--- config.mk ---
export PLATFORM = sky130hd
export DESIGN_NAME = dl_pipe_reg_rv
export DESIGN_NICKNAME = d
export VERILOG_FILES = /design/src/rtl/dl_pipe_reg_rv.sv
export SDC_FILE = /design/constraint.sdc
export NUM_CORES = 1
export LEC_CHECK = 0
export ABC_AREA = 1
export BUFFER_PORTS_ARGS = -buffer_cell sky130_fd_sc_hd__buf_2
export CORE_MARGIN = 10
export CORE_UTILIZATION = 40
export DETAILED_ROUTE_END_ITERATION = 10
export HOLD_SLACK_MARGIN = 0.02
export PLACE_DENSITY_LB_ADDON = 0.2
export SKIP_CTS_REPAIR_TIMING = 1
export SLEW_MARGIN = 20
export SYNTH_ARGS = -nofsm -noshare
export SYNTH_HDL_FRONTEND = slang
export SYNTH_SLANG_ARGS = --single-unit
--- constraint.sdc ---
create_clock -name clk -period 1.7 [get_ports clk]
set_input_delay 0.51 -clock clk [delete_from_list [all_inputs] [get_ports clk]]
set_output_delay 0.51 -clock clk [all_outputs]
set_load 0.01 [all_outputs]
--- src/rtl/dl_pipe_reg_rv.sv ---
// Elastic pipeline register with valid/ready on both sides and a two-entry skid.
// Every output is a flop: out_vld, out_data, in_rdy and occ.
module dl_pipe_reg_rv #(
    parameter int unsigned          WIDTH    = 32,
    parameter logic [WIDTH-1:0]     RST_DATA = '0
) (
    input  logic             clk,
    input  logic             rst_n,
    input  logic             flush,
    input  logic             in_vld,
    output logic             in_rdy,
    input  logic [WIDTH-1:0] in_data,
    output logic             out_vld,
    input  logic             out_rdy,
    output logic [WIDTH-1:0] out_data,
    output logic [1:0]       occ
);

    typedef enum logic [1:0] {
        EMPTY = 2'd0,
        ONE   = 2'd1,
        FULL  = 2'd2
    } state_t;

    // Handshake: a transfer happens on a side when its valid and ready are both 1
    // at a rising edge. Producer may not withdraw data while in_vld && !in_rdy is
    // expected to be held; consumer sees out_data stable while out_vld && !out_rdy.
    state_t           state;
    logic [WIDTH-1:0] skid;
    logic             in_fire;
    logic             out_fire;

    assign in_fire  = in_vld && in_rdy;
    assign out_fire = out_vld && out_rdy;

    // occ mirrors the state encoding, so it doubles as the visible FSM state.
    always_ff @(posedge clk or negedge rst_n) begin
        if (!rst_n) begin
            state    <= EMPTY;
            out_vld  <= 1'b0;
            in_rdy   <= 1'b0;
            occ      <= 2'd0;
            out_data <= RST_DATA;
            skid     <= RST_DATA;
        end else if (flush) begin
            // Squash: anything accepted this cycle is dropped; a pop this cycle
            // was already taken by the consumer.
            state   <= EMPTY;
            out_vld <= 1'b0;
            in_rdy  <= 1'b1;
            occ     <= 2'd0;
        end else begin
            case (state)
                EMPTY: begin
                    in_rdy <= 1'b1;
                    if (in_fire) begin
                        out_data <= in_data;
                        state    <= ONE;
                        out_vld  <= 1'b1;
                        occ      <= 2'd1;
                    end
                end
                ONE: begin
                    if (in_fire && out_fire) begin
                        out_data <= in_data;
                    end else if (in_fire) begin
                        skid   <= in_data;
                        state  <= FULL;
                        occ    <= 2'd2;
                        in_rdy <= 1'b0;
                    end else if (out_fire) begin
                        state   <= EMPTY;
                        out_vld <= 1'b0;
                        occ     <= 2'd0;
                    end
                end
                FULL: begin
                    // in_rdy is low here, so only the consumer side can move.
                    if (out_fire) begin
                        out_data <= skid;
                        state    <= ONE;
                        occ      <= 2'd1;
                        in_rdy   <= 1'b1;
                    end
                end
                default: begin
                    state   <= EMPTY;
                    out_vld <= 1'b0;
                    occ     <= 2'd0;
                    in_rdy  <= 1'b1;
                end
            endcase
        end
    end

endmodule
==> flow_summary_export.csv <==
group,metric,value,unit
sta,fmax,655,MHz
detailed_routing,firstDrtPassIters,4,
detailed_routing,totalWireLength,7140,microns
layout,fin_nets,503,
clock_tree,numCtsBuffers,9,
die,num_io_pins,73,
global_route,grt_pass1_vias,2566,
setup_path,critPathKind,"reg2out",
clock_tree,worstSkewPairLatency,0.33,ns
setup_path,endpoint_kind,"primary output",
synthesis,synth_cell_type_count,15,
detailed_routing,dr_wl_met3,521,microns
sta,hold_violations,0,
place,place_hpwl,5050,microns
detailed_routing,highest_layer,"met4",
setup_path,start_kind,"register",
sta,setup_viol,0,
layout,antenna_cells,0,
detailed_routing,drc,0,
detailed_routing,route.met2.wl,3250,microns
detailed_routing,via_per_inst,4.51,
clock_tree,path_clk_slew,0.08,ns
die,fp.dieW,108,microns
die,initial_utilization,40.7,%
sta,fin_crit,1.53,ns
die,die-area,11700,sq um
layout,drive_above_1_share,22.1,%
die,core,7650,sq um
clock_tree,htreeDepth,3,
setup_path,required,1.19,ns
sta,finalMaxSlewViolations,0,
clock_tree,clk_path_buf_depth,2,
clock_tree,root_buffer,"clkbuf_8",
power,power.total,6.35,mW
die,rows,32,
power,p_leak,2.18,nW
detailed_routing,drt-met1-wl,3320,microns
detailed_routing,wire_per_inst,12.5,microns
detailed_routing,drt_first_iter_violations,105,
sta,fin_skew,0.00936,ns
synthesis,synth_area_per_cell,7.91,sq um
power,peakVddDrop,0.618,mV
clock_tree,cts_tree,"done",
die,die_h,108,microns
global_route,grt_overflow,0,
synthesis,syn-cell-area,3120,sq um
synthesis,synthCells,394,
place,io_buffers,72,
sta,setup_tns,0,ns
setup_path,rrSetupSlack,0.27,ns
setup_path,crit_family,"flip-flops",
setup_path,critPathMaxFanout,5,
detailed_routing,vias,2587,
setup_path,crit_path_top_delay_cell,"dfrtp_1",
job,cap_violations,0,
setup_path,crit_buf_inv,1,
synthesis,ys_warn_count,0,
outcome,status,"complete, no violations",
global_route,grt_start_max_net_pins,69,
sta,slew-limit-headroom,75.2,%
sta,worstMarginPinSlew,0.372,ns
global_route,antenna_found_initial,0,
place,gp_congestion,0.815,
layout,fillCellCount,763,
setup_path,cp_cell_sequence,"buf_2",
worst_hold_path,hp-class,"in2async",
synthesis,ys_seq_elements,68,
power,power.density,1660,nW/um^2
synthesis,ys_seq_area_share,54.6,%
global_route,grt_usage,12.6,%
synthesis,synth_nets,431,
detailed_routing,drtAntennaViolNets,0,
global_route,grt_pass1_wl,12000,microns
sta,rsz0062_at_grt,"no",
setup_path,arrival,1.02,ns
layout,syn_to_final_growth,22.6,%
setup_path,cpPeakStageDelay,0.50,ns
sta,period_share,89.7,%
clock_tree,cts.sinks,68,
layer usage:
layer	vias up	track usage, %
met5	-	0
met3	6	4.52
met4	0	4.43
met1	1145	15.6
met2	55	19.7
li1	1381	-
synthesized netlist by cell type:
| library cell | number | share of area [%] |
|---|---|---|
| nand2_1 | 120 | 14 |
| dfrtp_1 | 68 | 55 |
| inv_1 | 39 | 4.7 |
| nand3_1 | 38 | 6.1 |
| nor2_1 | 37 | 4.5 |
| o21ai_0 | 32 | 5.1 |
| a21oi_1 | 29 | 4.7 |
| buf_2 | 11 | 1.8 |
| buf_4 | 7 | 1.7 |
| clkbuf_1 | 4 | 0.48 |
| o21ai_1 | 3 | 0.48 |
| inv_2 | 2 | 0.24 |
| nand4_1 | 2 | 0.40 |
| a21oi_4 | 1 | 0.52 |
| o21ai_2 | 1 | 0.28 |
area by class of cell:
class                      count  area, sq um  share of cell area [%]
inverter                      41          154                    4.03
multi-input combinational    263         1150                    30.2
tap                          102          128                    3.34
clock buffer                  12          155                    4.06
clock inverter                 4         47.5                    1.25
sequential                    68         1700                    44.6
timing repair buffer          83          480                    12.6
flip-flops by register name, indices dropped and copies added (netlist names):
register / count
state: 2
skid: 32
out_data: 32
in_rdy: 1
out_vld: 1
cell families after synthesis:
group / after synthesis / share of synthesized area, %
AOI/OAI and AO/OA: 66 / 11.1
buffers and inverters: 63 / 8.88
DFF: 68 / 54.6
and+or+nand+nor: 197 / 25.4
through the flow:
stage               setup WS, ns  util (%)  area, sq um  hold WS, ns  instances
floorplan                  0.292         -         3120        0.214        394
global placement           0.123      47.3         3620        0.450        557
detailed placement        0.0706      47.3         3620        0.453        557
finish                     0.174      49.9         3820        0.168        573
global route              0.0969      49.9         3820        0.205        573
CTS                        0.151      49.9         3820        0.199        573
power breakdown:
group,total [mW],switching (mW),internal [mW]
Combinational,2.31,1.43,0.885
Clock,1.36,0.601,0.754
Sequential,2.68,0.324,2.35
path summary, 6_finish.rpt:
| check | start | end | cells past startpoint |
|---|---|---|---|
| setup reg to reg | out_vld$_DFFE_PN0P_ | out_data[13]$_DFFE_PN0P_ | 8 |
| setup / recovery | state[1]$_DFFE_PN0P_ | occ[1] | 1 |
| hold reg to reg | out_data[23]$_DFFE_PN0P_ | out_data[23]$_DFFE_PN0P_ | 2 |
| min in group clk | in_data[29] | skid[29]$_DFFE_PN0P_ | 3 |
| max in group asynchronous | rst_n | out_data[16]$_DFFE_PN0P_ | 2 |
| hold / removal | rst_n | out_vld$_DFFE_PN0P_ | 2 |
placed cells by master (no fill, tap or decap):
cell / netlist / layout
buf_4: 7 / 8
o21ai_1: 3 / 3
nor2_1: 37 / 37
nand2_1: 120 / 119
o21ai_4: 0 / 1
nand2_2: 0 / 1
inv_1: 39 / 39
a21oi_4: 1 / 1
clkbuf_1: 4 / 1
clkbuf_8: 0 / 11
nand3_1: 38 / 37
a21oi_1: 29 / 29
o21ai_0: 32 / 32
clkinv_2: 0 / 2
buf_2: 11 / 72
dfrtp_1: 68 / 68
bufinv_16: 0 / 1
nand3_2: 0 / 1
inv_2: 2 / 2
buf_12: 0 / 3
nand4_1: 2 / 2
clkinvlp_4: 0 / 1
Note: power is estimated with default switching activity, not from simulation.
